## src/rtl/proc_pkg.sv

```systemverilog
// Shared definitions for the PC fetch sequencer: opcode values, FSM state
// encodings and default bus widths.
package proc_pkg;

  localparam int ADDR_W_DEF  = 8;
  localparam int INSTR_W_DEF = 16;
  localparam int OPCODE_W    = 4;

  // Opcodes the sequencer resolves itself; every other value goes to the datapath.
  localparam logic [OPCODE_W-1:0] OP_NOP  = 4'h0;
  localparam logic [OPCODE_W-1:0] OP_BZ   = 4'hD;
  localparam logic [OPCODE_W-1:0] OP_JMP  = 4'hE;
  localparam logic [OPCODE_W-1:0] OP_HALT = 4'hF;

  // Sequencer states (plain constants so older tools can reuse the encoding).
  localparam logic [2:0] ST_IDLE    = 3'd0;
  localparam logic [2:0] ST_FETCH   = 3'd1;
  localparam logic [2:0] ST_WAIT    = 3'd2;
  localparam logic [2:0] ST_DECODE  = 3'd3;
  localparam logic [2:0] ST_EXECUTE = 3'd4;
  localparam logic [2:0] ST_HALT    = 3'd5;

endpackage

```

## src/rtl/pc_fetch_sequencer_if.sv

```systemverilog
// Instruction-memory read bus between the fetch sequencer (master) and the
// instruction memory (slave). The request is held until the ack, and the read
// data is valid in the cycle the ack is high.
interface pc_fetch_sequencer_if
  import proc_pkg::*;
#(
  parameter int ADDR_W  = ADDR_W_DEF,
  parameter int INSTR_W = INSTR_W_DEF
);

  logic               mem_req;
  logic [ADDR_W-1:0]  mem_addr;
  logic               mem_ack;
  logic [INSTR_W-1:0] mem_rdata;

  modport master (
    output mem_req,
    output mem_addr,
    input  mem_ack,
    input  mem_rdata
  );

  modport slave (
    input  mem_req,
    input  mem_addr,
    output mem_ack,
    output mem_rdata
  );

endinterface

```

## src/rtl/pc_opcode_decode.sv

```systemverilog
// Combinational opcode classification for the fetch sequencer. Produces
// exactly one of: halt, taken branch, datapath instruction, or fall-through
// (NOP / untaken BZ, when all three outputs are low).
module pc_opcode_decode
  import proc_pkg::*;
(
  input  logic [OPCODE_W-1:0] opcode,
  input  logic                zero_flag,
  output logic                is_halt,
  output logic                take_branch,
  output logic                is_exec
);

  // Classify the opcode; BZ only becomes a taken branch when zero_flag is set.
  always_comb begin
    is_halt     = 1'b0;
    take_branch = 1'b0;
    is_exec     = 1'b0;
    unique case (opcode)
      OP_HALT: is_halt     = 1'b1;
      OP_JMP:  take_branch = 1'b1;
      OP_BZ:   take_branch = zero_flag;
      OP_NOP:  ;
      default: is_exec     = 1'b1;
    endcase
  end

endmodule

```

## src/rtl/pc_fetch_sequencer.sv

```systemverilog
// Multi-cycle fetch/execute controller for the 8-bit-address processor.
// Fetches an instruction from instruction memory, increments the PC in the
// same cycle the read completes, then resolves HALT/JMP/BZ/NOP locally or
// hands the instruction to the datapath and waits for its completion.
//
// Optional build macro PC_FETCH_TIMEOUT_EN: adds a fetch watchdog. If no
// mem_ack arrives within TIMEOUT_CYC cycles of WAIT, the request is dropped,
// the sticky fault flag is raised and the sequencer halts. Without the macro
// WAIT waits indefinitely and fault is tied low.
module pc_fetch_sequencer
  import proc_pkg::*;
#(
  parameter int ADDR_W  = ADDR_W_DEF,
  parameter int INSTR_W = INSTR_W_DEF
`ifdef PC_FETCH_TIMEOUT_EN
  ,
  parameter int TIMEOUT_CYC = 15
`endif
) (
  input  logic                 clk,
  input  logic                 reset,
  input  logic                 run,
  input  logic [ADDR_W-1:0]    pc_value,
  output logic                 pc_inc,
  output logic                 pc_load,
  output logic [ADDR_W-1:0]    pc_target,
  pc_fetch_sequencer_if.master bus,
  output logic [INSTR_W-1:0]   ir,
  output logic                 exec_start,
  input  logic                 exec_done,
  input  logic                 zero_flag,
  output logic                 halted,
  output logic                 fault
);

  logic [2:0]          state;
  logic [OPCODE_W-1:0] opcode;
  logic                is_halt;
  logic                take_branch;
  logic                is_exec;

`ifdef PC_FETCH_TIMEOUT_EN
  localparam int CNT_W = $clog2(TIMEOUT_CYC + 1);
  logic [CNT_W-1:0] wait_cnt;
`endif

  assign opcode = ir[INSTR_W-1 -: OPCODE_W];

  pc_opcode_decode u_decode (
    .opcode      (opcode),
    .zero_flag   (zero_flag),
    .is_halt     (is_halt),
    .take_branch (take_branch),
    .is_exec     (is_exec)
  );

  // PC increment accompanies the accepted read; branch load happens only in
  // DECODE, so the two PC controls can never coincide.
  assign pc_inc     = (state == ST_WAIT) && bus.mem_ack;
  assign pc_load    = (state == ST_DECODE) && take_branch;
  assign pc_target  = ir[ADDR_W-1:0];
  assign exec_start = (state == ST_DECODE) && is_exec;
  assign halted     = (state == ST_HALT);

  // Sequencer state, memory request/address, instruction register and watchdog.
  always_ff @(posedge clk or negedge reset) begin
    if (!reset) begin
      state        <= ST_IDLE;
      ir           <= '0;
      bus.mem_req  <= 1'b0;
      bus.mem_addr <= '0;
`ifdef PC_FETCH_TIMEOUT_EN
      wait_cnt     <= '0;
      fault        <= 1'b0;
`endif
    end else begin
      unique case (state)
        ST_IDLE: begin
          if (run) state <= ST_FETCH;
        end
        ST_FETCH: begin
          // run is only honoured here so an issued fetch always completes.
          if (!run) begin
            state <= ST_IDLE;
          end else begin
            bus.mem_req  <= 1'b1;
            bus.mem_addr <= pc_value;
            state        <= ST_WAIT;
`ifdef PC_FETCH_TIMEOUT_EN
            wait_cnt     <= '0;
`endif
          end
        end
        ST_WAIT: begin
          if (bus.mem_ack) begin
            ir          <= bus.mem_rdata;
            bus.mem_req <= 1'b0;
            state       <= ST_DECODE;
          end
`ifdef PC_FETCH_TIMEOUT_EN
          else if (wait_cnt == CNT_W'(TIMEOUT_CYC - 1)) begin
            bus.mem_req <= 1'b0;
            fault       <= 1'b1;
            state       <= ST_HALT;
          end else begin
            wait_cnt <= wait_cnt + 1'b1;
          end
`endif
        end
        ST_DECODE: begin
          if (is_halt)      state <= ST_HALT;
          else if (is_exec) state <= ST_EXECUTE;
          else              state <= ST_FETCH;
        end
        ST_EXECUTE: begin
          if (exec_done) state <= ST_FETCH;
        end
        ST_HALT: begin
          state <= ST_HALT;
        end
        default: begin
          state       <= ST_IDLE;
          bus.mem_req <= 1'b0;
        end
      endcase
    end
  end

`ifndef PC_FETCH_TIMEOUT_EN
  assign fault = 1'b0;
`endif

endmodule

```

## src/flat_wrapper.sv

```systemverilog
// flat-port wrapper written by rule: the top's interface ports become plain ports
module pc_fetch_sequencer_flat import proc_pkg::*;
#(
  parameter int ADDR_W  = ADDR_W_DEF,
  parameter int INSTR_W = INSTR_W_DEF

)
  (clk, reset, run, pc_value, pc_inc, pc_load, pc_target, ir, exec_start, exec_done, zero_flag, halted, fault, bus_mem_req, bus_mem_addr, bus_mem_ack, bus_mem_rdata);
  pc_fetch_sequencer_if #(.ADDR_W(ADDR_W), .INSTR_W(INSTR_W)) bus_i ();
  input  logic clk;
  input  logic reset;
  input  logic run;
  input  logic [ADDR_W-1:0] pc_value;
  output logic pc_inc;
  output logic pc_load;
  output logic [ADDR_W-1:0] pc_target;
  output logic [INSTR_W-1:0] ir;
  output logic exec_start;
  input  logic exec_done;
  input  logic zero_flag;
  output logic halted;
  output logic fault;
  output wire logic [$bits(bus_i.mem_req)-1:0] bus_mem_req;
  output wire logic [$bits(bus_i.mem_addr)-1:0] bus_mem_addr;
  input wire logic [$bits(bus_i.mem_ack)-1:0] bus_mem_ack;
  input wire logic [$bits(bus_i.mem_rdata)-1:0] bus_mem_rdata;
  assign bus_mem_req = bus_i.mem_req;
  assign bus_mem_addr = bus_i.mem_addr;
  assign bus_i.mem_ack = bus_mem_ack;
  assign bus_i.mem_rdata = bus_mem_rdata;
  pc_fetch_sequencer #(.ADDR_W(ADDR_W), .INSTR_W(INSTR_W)) u_core (.clk(clk), .reset(reset), .run(run), .pc_value(pc_value), .pc_inc(pc_inc), .pc_load(pc_load), .pc_target(pc_target), .bus(bus_i), .ir(ir), .exec_start(exec_start), .exec_done(exec_done), .zero_flag(zero_flag), .halted(halted), .fault(fault));
endmodule
```

## config.mk

```make
export PLATFORM = sky130hd
export DESIGN_NAME = pc_fetch_sequencer_flat
export DESIGN_NICKNAME = d
export VERILOG_FILES = /design/src/rtl/proc_pkg.sv /design/src/rtl/pc_fetch_sequencer_if.sv /design/src/rtl/pc_opcode_decode.sv /design/src/rtl/pc_fetch_sequencer.sv /design/src/flat_wrapper.sv
export SDC_FILE = /design/constraint.sdc
export NUM_CORES = 1
export LEC_CHECK = 0
export CORE_UTILIZATION = 39
export CTS_CLUSTER_SIZE = 16
export DETAILED_ROUTE_END_ITERATION = 10
export HOLD_SLACK_MARGIN = 0.03
export MAX_ROUTING_LAYER = met4
export PLACE_DENSITY = 0.79
export SKIP_LAST_GASP = 1
export SLEW_MARGIN = 20
export SYNTH_ARGS = -nofsm -noshare
export SYNTH_HDL_FRONTEND = slang
export SYNTH_SLANG_ARGS = --single-unit
```

## constraint.sdc

```tcl
create_clock -name clk -period 2.1 [get_ports clk]
set_input_delay 0.42 -clock clk [delete_from_list [all_inputs] [get_ports clk]]
set_output_delay 0.42 -clock clk [all_outputs]
set_load 0.01 [all_outputs]
```

==> results of run 1 <==
-- critical path: stages (launching register included) --
cell	delay (ns)
dfrtp_1	0.44
or4_4	0.55
o21ai_2	0.09
nor2_1	0.07
clkbuf_2	0.13
-- where the power goes --
group / internal [mW] / leakage (nW) / switching (mW)
logic: 1.03 / 0.511 / 0.575
registers: 0.813 / 0.333 / 0.185
clock network: 0.193 / 0.0279 / 0.154
total: 2.04 / 0.872 / 0.913
-- per-layer routing --
layer / up-vias / global-route usage, % / routed length [microns]
li1: 459 / - / -
met1: 481 / 20.1 / 1160
met2: 47 / 27.6 / 1340
met3: 2 / 2.38 / 178
met4: 0 / 7.97 / 27
met5: - / - / 0
-- worst max-delay path by stage --
stage                             to
final                     exec_start
after global routing      exec_start
after CTS                 exec_start
after detailed placement     pc_load
after global placement       pc_load
after floorplan           exec_start
-- metrics by stage --
stage	instance area (sq um)	total power [mW]	worst slack, ns	TNS, ns	cells
floorplan	1320	1.84	0.527	0	97
global placement	1950	2.52	-0.0229	-0.0229	199
detailed placement	1950	2.56	-0.0506	-0.0506	199
CTS	2010	2.93	-0.140	-0.140	204
global route	2040	3.16	0.00390	0	207
finish	2040	2.95	0.0839	0	207
-- flip-flops by register name, indices dropped and copies added, names as in the netlist --
| name | flops |
|---|---|
| u_core.bus.mem_req | 1 |
| u_core.state | 3 |
| u_core.bus.mem_addr | 8 |
| u_core.ir | 16 |
-- layout by cell type, fill, tap and decap left out, drive strengths merged --
| master | instances |
|---|---|
| nor3b | 1 |
| conb | 1 |
| inv | 3 |
| clkdlybuf4s50 | 63 |
| a211o | 1 |
| nand2b | 4 |
| nand2 | 1 |
| and2b | 1 |
| clkbuf | 4 |
| o211ai | 1 |
| dfrtp | 28 |
| a21oi | 3 |
| dlygate4sd2 | 2 |
| nor2 | 4 |
| a211oi | 1 |
| nand3b | 3 |
| mux2 | 24 |
| o21ai | 6 |
| and3 | 1 |
| or4 | 1 |
| or3b | 1 |
| buf | 8 |
| bufinv | 1 |
-- Yosys cell counts (2+ instances only) --
cell	number
a21oi_1	3
buf_4	9
buf_6	2
dfrtp_1	28
inv_1	3
mux2_2	16
mux2_4	8
nand2b_1	3
nand3b_1	3
nor2_1	3
o21ai_0	6
-- final cells by class --
class	count	area, sq um	share of cell area, %
Clock buffer	3	22.5	1.11
Sequential cell	28	703	34.5
Timing Repair Buffer	74	713	35.0
Tap cell	44	55.1	2.70
Multi-Input combinational cell	54	500	24.6
Clock inverter	1	30.0	1.48
Inverter	3	11.3	0.553
-- logic make-up (layout without fill, tap and decap cells) --
kind of cell | Yosys count | after routing | synth area share, %
and+or+nand+nor | 17 | 17 | 9.13
DFF | 28 | 28 | 53.3
buffers and inverters | 15 | 81 | 9.23
muxes | 24 | 24 | 22.8
AOI/OAI and AO/OA | 12 | 12 | 5.23
other | 1 | 1 | 0.285
-- what timing repair did --
item | CTS | global route
pin swaps | 0 | 0
resized for setup | 4 | 6
buffers inserted | 1 | 3
setup endpoints to repair | 3 | 2
==> key figures, run 1 <==
Routing
  • DRT antenna net count: 0
  • Post-DR wirelength/cell: 13.0 microns
  • DR iter-0 viols: 18
  • Drt drc: 0
  • Drt first pass iters: 2
  • Routed WL: 2700 microns
  • Number of vias per cell: 4.78
  • Vias: 989

Cells and area
  • Final-layout fill cell count: 242
  • Core Util, Final: 65.1%
  • Diode count: 0
  • Area grow syn2layout: 54.8%
  • Final #Nets: 194
  • Layout cells sized above 1: 28.2%

Synthesis
  • Sequential area share after synthesis: 53.3%
  • Cell variety after synth: 24
  • Synth Instances: 97
  • Ys Warns: 0
  • Avg Synthesized Cell Area: 13.6 sq um
  • Mapped Area: 1320 sq um
  • Syn Nets: 127
  • Ys async rst share: 100%
  • Cell taking the most area after synthesis: dfrtp_1
  • #FFs+latches synth: 28
  • Top cell type's share of synthesized area: 53.3%
  • Number of synthesized flops with an enable pin: 0
  • Top FF cell, synth: dfrtp_1
  • Top cells by area, synth: dfrtp_1 53%, mux2_2 14%, mux2_4 9.1%

STA
  • Worst hold margin: 0.457 ns
  • Part of the cycle the worst path needs: 96.0%
  • FMAX: 496 MHz
  • Clock skew: 0.00209 ns
  • Hold violation count in the final report: 0
  • Final setup viols: 0
  • Final Critical Period: 2.02 ns
  • RSZ-0062 raised after global routing: no
  • Slew Limit Fails: 0

Critical path
  • Worst Path Arrival: 1.60 ns
  • Crit Reg-Reg Endpoint: u_core.ir[15]$_DFFE_PN0P_
  • R2r setup slk: 0.53 ns
  • Worst Path Max Fanout: 4
  • Data required, critical path: 1.68 ns
  • R2R Path Start: u_core.state[1]$_DFFE_PN0P_
  • WS Path Type: reg -> out
  • R2R depth: 5
  • Crit start category: flip-flop
  • Worst Setup SP: u_core.ir[15]$_DFFE_PN0P_
  • Worst Setup End Kind: output port

Pwr
  • Peak supply drop: 0.000721 V
  • Pwr Density: 1450 nW/um^2
  • LEAKAGE: 0.872 nW

CTS
  • Clk_lat worst skew: 0.32 ns
  • Max clock buf depth: 2
  • Worst-path clk slew: 0.15 ns
  • # clock sinks: 28
  • CTS tree: done
  • CTS Buf Count: 3
  • Post-cts hold buffer count: 0
  • CTS root buf: clkbuf_4
  • Htree depth: 1

GRT
  • Initial antenna violation count: 0
  • Grt ovf: 0
  • GRT Util Overall: 16.7%
  • First-pass GRT wire length: 4310 microns
  • Largest net degree at the start of global routing: 29
  • Vias in the first global route: 961

Floorplanning
  • Top-Level Pins: 68
  • Die area: 3610 sq um
  • Die W: 60.1 microns
  • Die H: 60.1 microns
  • Initial core utilization: 42.0%
  • Core area: 3130 sq um
  • Site Rows: 20

Placed design
  • Port Buffers: 66
  • Dpl hpwl: 2010 microns
  • Placer Congestion: 0.762

Run status
  • Status: completed

Hold path
  • Hold WC Path Type: in -> async

Flow run
  • Max-Cap Viols: 0
Power figures use the tool's default switching activity.
==> inputs of run 2 (changes only) <==
--- a/config.mk
+++ b/config.mk
@@ -11,8 +11,8 @@
 export HOLD_SLACK_MARGIN = 0.03
 export MAX_ROUTING_LAYER = met4
 export PLACE_DENSITY = 0.79
-export SKIP_LAST_GASP = 1
 export SLEW_MARGIN = 20
 export SYNTH_ARGS = -nofsm -noshare
 export SYNTH_HDL_FRONTEND = slang
+export SYNTH_HIERARCHICAL = 1
 export SYNTH_SLANG_ARGS = --single-unit
==> run 2 against run 1 <==
Core utilization about the same. Total power decreased by 0.80%. Sequential cell count did not move. Critical path type unchanged. Critical endpoint unchanged. Highest routed layer unchanged. Sequential share of layout area down 0.36 points.
==> key figures, run 2 <==
Run status
  • Status: completed

GRT
  • GR Util met2: 26.7% (-0.93 points)
  • GR peak layer: met2
  • Grt ovf: 0 (unchanged)
  • Vias in the first global route: 984 (+2.4%)
  • GRT met1 Usage: 22.4% (+2.3 points)
  • First-pass GRT wire length: 4490 microns (+4.2%)
  • GR met3 Demand/Resource: 3.41% (+1.0 points)
  • GRT Util Overall: 17.1% (+0.36 points)
  • Largest net degree at the start of global routing: 29 (unchanged)
  • Initial antenna violation count: 0 (unchanged)

STA
  • Part of the cycle the worst path needs: 97.0% (+1.0 points)
  • RSZ-0062 raised after global routing: yes
  • Hold violation count in the final report: 0 (unchanged)
  • Final Critical Period: 2.04 ns (+0.0210 ns)
  • Final setup viols: 0 (unchanged)
  • Clock skew: 0.00271 ns (+0.000623 ns)
  • FMAX: 491 MHz (-1.0%)
  • Worst hold margin: 0.454 ns (-0.00311 ns)
  • Slew Limit Fails: 0 (unchanged)

Synthesis
  • Syn Nets: 128 (+0.79%)
  • Ys Warns: 6 (+6)
  • Most frequent cell after synthesis: dfrtp_1
  • Ys async rst share: 100% (unchanged)
  • #FFs+latches synth: 28 (unchanged)
  • Top FF cell, synth: dfrtp_1
  • Sequential area share after synthesis: 52.6% (-0.70 points)
  • Cell variety after synth: 32 (+33%)
  • Cell taking the most area after synthesis: dfrtp_1
  • Top cells by area, synth: dfrtp_1 53%, mux2_2 13%, mux2_4 10%
  • Synth Instances: 98 (+1.0%)
  • Top cell type's share of synthesized area: 52.6% (-0.70 points)
  • Synth top cells by count: 28 x dfrtp_1, 15 x mux2_2, 9 x buf_4, 9 x mux2_4, 3 x nand3b_1
  • Number of synthesized flops with an enable pin: 0 (unchanged)
  • Avg Synthesized Cell Area: 13.6 sq um (+0.30%)
  • Mapped Area: 1330 sq um (+1.3%)

Routing
  • Drt first pass iters: 4 (+2)
  • DR iter-0 viols: 23 (+5)
  • DRT antenna net count: 0 (unchanged)
  • Routed WL: 2940 microns (+8.9%)
  • Post-DR wirelength/cell: 14.1 microns (+7.9%)
  • Vias: 987 (-0.20%)
  • Number of vias per cell: 4.72 (-1.2%)
  • Drt drc: 0 (unchanged)

Placed design
  • Port Buffers: 66 (unchanged)
  • Dpl hpwl: 2260 microns (+12%)
  • Placer Congestion: 0.756 (-0.76%)
  • Post-DP Area: 2020 sq um (+3.8%)

CTS
  • CTS Buf Count: 3 (unchanged)
  • CTS tree: done
  • Max clock buf depth: 2 (unchanged)
  • # clock sinks: 28 (unchanged)
  • Clk_lat worst skew: 0.32 ns (about the same)
  • Worst-path clk slew: 0.14 ns (about the same)
  • CTS root buf: clkbuf_4
  • Setup bufs post-CTS: 0 (-1)
  • Post-cts hold buffer count: 0 (unchanged)
  • Htree depth: 1 (unchanged)

Cells and area
  • Diode count: 0 (unchanged)
  • Post-route cell area: 2050 sq um (+0.86%)
  • Final #Nets: 196 (+1.0%)
  • Layout cells sized above 1: 25.5% (-2.8 points)
  • Final-layout fill cell count: 258 (+6.6%)
  • Core Util, Final: 65.1% (about the same)
  • Number of flip-flops in the largest register: 16 (unchanged)
  • Most flop-heavy register: u_core/ir
  • Most common cell after layout, fill and taps aside: clkdlybuf4s50_1
  • Most frequent cells in the layout: 62 x clkdlybuf4s50_1, 27 x dfrtp_1, 15 x mux2_2, 9 x buf_4, 9 x mux2_4
  • Area grow syn2layout: 54.1%
  • Regs by FF count: u_core/ir: 16 flops, u_core/bus.mem_addr: 8 flops, u_core/state: 3 flops

Critical path
  • CP endpoint: exec_start
  • R2R Path Start: u_core/ir[13]$_DFFE_PN0P_
  • R2R depth: 6 (+1)
  • Crit start category: flip-flop
  • Worst Setup SP: u_core/ir[13]$_DFFE_PN0P_
  • Worst Setup End Kind: output port
  • Worst Path Arrival: 1.62 ns (+0.02 ns)
  • Worst Path Max Fanout: 2 (-2)
  • WS Path Type: reg -> out
  • Crit Reg-Reg Endpoint: u_core/state[0]$_DFFE_PN0P_
  • Data required, critical path: 1.68 ns (about the same)
  • R2r setup slk: 0.46 ns (-0.07 ns)

Floorplanning
  • Die W: 60.5 microns (+0.64%)
  • Top-Level Pins: 68 (unchanged)
  • Die area: 3650 sq um (+1.3%)
  • Core area: 3150 sq um (+0.80%)
  • Initial core utilization: 42.3% (+0.22 points)
  • Site Rows: 20 (unchanged)
  • Die H: 60.5 microns (+0.64%)

Pwr
  • Overall power: 2.93 mW (-0.80%)
  • Pwr Density: 1430 nW/um^2 (-1.7%)
  • Peak supply drop: 0.000749 V (+4.0%)
  • LEAKAGE: 0.871 nW (-0.10%)

Hold path
  • Hold WC Path Type: in -> async

Flow run
  • Max-Cap Viols: 0 (unchanged)
==> run 2: cell type report <==
cell class	instances	area (sq um)	share of cell area [%]
repair buffers	75	719	35.0
flip-flops and latches	28	702	34.2
multi-input cells	57	537	26.1
well taps	44	55.1	2.68
clock buffers	4	36.3	1.77
inverters	1	3.75	0.183
==> run 2: timing repair <==
item                       in CTS  in global routing
gates resized for setup         8                  0
setup endpoints to repair       4                  1
pin swaps                       0                  2
hold endpoints to repair        0                  0
==> run 2: worst min path at each step <==
stage / to / start / depth (start not counted) / slack [ns]
2_1_floorplan: u_core/bus.mem_addr[0]$_DFFE_PN0P_ / reset / 0 / 0.12
4_1_cts: u_core/ir[2]$_DFFE_PN0P_ / reset / 2 / 0.45
6_report: u_core/ir[2]$_DFFE_PN0P_ / reset / 2 / 0.45
5_1_grt: u_core/bus.mem_addr[3]$_DFFE_PN0P_ / reset / 2 / 0.47
3_3_place_gp: u_core/bus.mem_addr[3]$_DFFE_PN0P_ / u_core/bus.mem_addr[3]$_DFFE_PN0P_ / 1 / 0.49
3_5_place_dp: u_core/bus.mem_addr[6]$_DFFE_PN0P_ / u_core/bus.mem_addr[6]$_DFFE_PN0P_ / 1 / 0.50
==> run 2: metal layers <==
metal	part of all wire (%)	up-vias
met4	0.58	0
met1	44	473
met2	50	40
met5	0	-
met3	5.3	2
li1	-	472
==> run 2: report_power, final <==
group | leakage, nW | switching [mW] | total, mW | internal, mW
Sequential | 0.334 | 0.193 | 1.00 | 0.808
Combinational | 0.516 | 0.603 | 1.67 | 1.07
Clock | 0.0210 | 0.153 | 0.259 | 0.106
Total | 0.871 | 0.948 | 2.93 | 1.98
==> run 2: cells by family (layout without fill, tap and decap cells) <==
kind of cell    count (synthesis)  after routing  share of synthesized area, %
compound gates                 10             10                          4.98
buf+inv                        13             80                          7.13
flops                          28             28                          52.6
mux                            24             24                          22.8
other cells                     1              1                         0.281
simple gates                   22             22                          12.2
==> run 2: metrics by stage <==
stage	cells	setup TNS, ns	worst slack, ns
6_report	209	0	0.0629
2_1_floorplan	98	0	0.396
5_1_grt	209	-0.0321	-0.0321
3_3_place_gp	205	-0.168	-0.113
3_5_place_dp	205	-0.210	-0.159
4_1_cts	209	0	0.00691
==> run 2: critical path, stage by stage, from the launching register on <==
cell and delay [ns]:
dfrtp_1 0.40, or4_1 0.51, o21a_1 0.12, and3_1 0.14
buf_2 0.13
==> inputs of run 3 (changes only) <==
--- a/config.mk
+++ b/config.mk
@@ -5,10 +5,10 @@
 export SDC_FILE = /design/constraint.sdc
 export NUM_CORES = 1
 export LEC_CHECK = 0
+export CORE_ASPECT_RATIO = 1.4
 export CORE_UTILIZATION = 39
 export CTS_CLUSTER_SIZE = 16
 export DETAILED_ROUTE_END_ITERATION = 10
-export HOLD_SLACK_MARGIN = 0.03
 export MAX_ROUTING_LAYER = met4
 export PLACE_DENSITY = 0.79
 export SLEW_MARGIN = 20
==> run 3 against run 2 <==
Sequential cell count stayed put. Sequential share of layout area shrank 0.10 points. Sequential power hardly changed. Total power grew 2.8%. Via count rose by 0.81%. Global-route usage increased by 3.1 points. Clock power is 29% higher. Worst setup slack worse by 0.016 ns.
==> key figures, run 3 (same netlist as run 2, synthesis figures left out) <==
Routing
  • Post-DR wirelength/cell: 15.8 microns (+12%)
  • Number of vias per cell: 4.90 (+3.8%)
  • Drt drc: 0 (unchanged)
  • Routed WL: 3210 microns (+9.2%)
  • Vias: 995 (+0.81%)
  • Drt first pass iters: 3 (-1)
  • DR iter-0 viols: 11 (-52%)
  • DRT antenna net count: 0 (unchanged)

Placed design
  • Dpl hpwl: 2480 microns (+10%)
  • Port Buffers: 66 (unchanged)
  • Placer Congestion: 0.847 (+12%)
  • Post-placement worst setup slack: -0.107 ns (+0.0524 ns)
  • Post-Place Cells: 198 (-3.4%)

CTS
  • Htree depth: 1 (unchanged)
  • Clk_lat worst skew: 0.28 ns (-0.04 ns)
  • CTS root buf: clkbuf_8
  • # clock sinks: 28 (unchanged)
  • Worst-path clk slew: 0.09 ns (-0.05 ns)
  • CTS tree: done
  • CTS Buf Count: 3 (unchanged)
  • Max clock buf depth: 2 (unchanged)

Pwr
  • Pwr Density: 1460 nW/um^2 (+2.5%)
  • Overall power: 3.01 mW (+2.8%)
  • LEAKAGE: 0.870 nW (-0.16%)
  • Peak supply drop: 0.000783 V (+4.5%)

STA
  • Final Critical Period: 2.05 ns (+0.0161 ns)
  • Slew Limit Fails: 0 (unchanged)
  • Final setup margin: 0.0468 ns (-0.0161 ns)
  • FMAX: 487 MHz (-0.78%)
  • Part of the cycle the worst path needs: 97.8% (+0.77 points)
  • RSZ-0062 raised after global routing: no
  • Final setup viols: 0 (unchanged)
  • Clock skew: 0.00219 ns (-0.000521 ns)
  • Hold violation count in the final report: 0 (unchanged)

Critical path
  • R2R depth: 6 (unchanged)
  • WS Path Type: reg -> out
  • Worst Path Arrival: 1.63 ns (about the same)
  • Data required, critical path: 1.68 ns (about the same)
  • R2r setup slk: 0.43 ns (-0.03 ns)
  • Worst Setup End Kind: output port
  • Crit start category: flip-flop
  • Worst Path Max Fanout: 2 (unchanged)

Cells and area
  • Most frequent cells in the layout: 63 x clkdlybuf4s50_1, 27 x dfrtp_1, 15 x mux2_2, 9 x mux2_4, 8 x buf_4
  • Area grow syn2layout: 54.6%
  • Final std cells w/o fill: 203 (-2.9%)
  • Final #Nets: 195 (-0.51%)
  • Regs by FF count: u_core/ir: 16 flops, u_core/bus.mem_addr: 8 flops, u_core/state: 3 flops
  • Number of flip-flops in the largest register: 16 (unchanged)
  • Most common cell after layout, fill and taps aside: clkdlybuf4s50_1
  • Most flop-heavy register: u_core/ir
  • Layout cells sized above 1: 25.0% (-0.45 points)
  • Diode count: 0 (unchanged)

Run status
  • Status: completed

Hold path
  • Hold Crit Depth: 1
  • Hold WC Path Type: reg -> reg

Floorplanning
  • Die H: 71.2 microns (+18%)
  • Initial core utilization: 41.9% (-0.40 points)
  • Core area: 3180 sq um (+0.95%)
  • Top-Level Pins: 68 (unchanged)
  • Site Rows: 24 (+20%)
  • Die area: 3660 sq um (about the same)
  • Die W: 51.4 microns (-15%)

Flow run
  • Max-Cap Viols: 0 (unchanged)

GRT
  • GRT Util Overall: 20.2% (+3.1 points)
  • GR met3 Demand/Resource: 2.15% (-1.3 points)
  • Initial antenna violation count: 0 (unchanged)
  • Grt ovf: 0 (unchanged)
  • GR peak layer: met2
  • Largest net degree at the start of global routing: 29 (unchanged)
  • Vias in the first global route: 1,066 (+8.3%)
  • GR Util met2: 34.2% (+7.5 points)
  • First-pass GRT wire length: 5220 microns (+16%)
  • GRT met1 Usage: 22.4% (-0.029 points)
-- run 3: changes by cell type in the layout (fill, tap and decap cells not counted), sizes merged --
cell	change
clkdlybuf4s50	+1
buf	-1
dlygate4sd2	-1
-- run 3: worst paths after layout --
kind	startpoint	to
max in group asynchronous	reset	u_core/state[2]$_DFFE_PN0P_
worst max register to register	u_core/ir[12]$_DFFE_PN0P_	u_core/state[0]$_DFFE_PN0P_
worst max-delay path	u_core/ir[12]$_DFFE_PN0P_	exec_start
min in group asynchronous	reset	u_core/ir[0]$_DFFE_PN0P_
worst min-delay path	u_core/state[2]$_DFFE_PN0P_	u_core/state[1]$_DFFE_PN0P_
worst min register to register	u_core/state[2]$_DFFE_PN0P_	u_core/state[1]$_DFFE_PN0P_
-- run 3: layout make-up --
| type | instances | area, sq um |
|---|---|---|
| clock buffer | 4 | 55.1 |
| fill | 276 | 1120 |
| inverter | 1 | 3.75 |
| multi-input combinational | 57 | 537 |
| sequential | 28 | 702 |
| tap | 39 | 48.8 |
| timing repair buffer | 74 | 713 |
-- run 3: power breakdown --
part / internal [mW] / switching (mW)
sequential: 0.811 / 0.177
combinational: 1.06 / 0.624
clock: 0.168 / 0.165
total: 2.04 / 0.966
-- run 3: layer usage --
layer / up-vias / share of wire (%)
met5: - / 0
met2: 32 / 56
met3: 11 / 2.7
li1: 467 / -
met1: 485 / 38
met4: 0 / 3.8
-- run 3: metrics by stage --
stage	TNS, ns	utilization [%]	instance area [sq um]	hold slack (ns)
floorplan	0	-	1330	0.124
global placement	-0.165	62.9	2000	0.492
detailed placement	-0.172	62.9	2000	0.499
CTS	0	64.5	2050	0.517
global route	0	64.7	2060	0.488
finish	0	64.7	2060	0.483
-- run 3: worst max-delay path: stages (launching register included) --
cell,delay (ns)
dfrtp_1,0.38
or4_1,0.53
o21a_1,0.14
and3_1,0.17
buf_2,0.14
-- run 3: timing repair --
item / 4_1_cts / 5_1_grt
endpoints found under the setup margin: 4 / 1
hold buffers: 0 / 0
endpoints found under the hold margin: 0 / 0
setup buffers: 0 / 1
pin swaps: 0 / 0
gates cloned: 0 / 0
gates resized for setup: 7 / 0
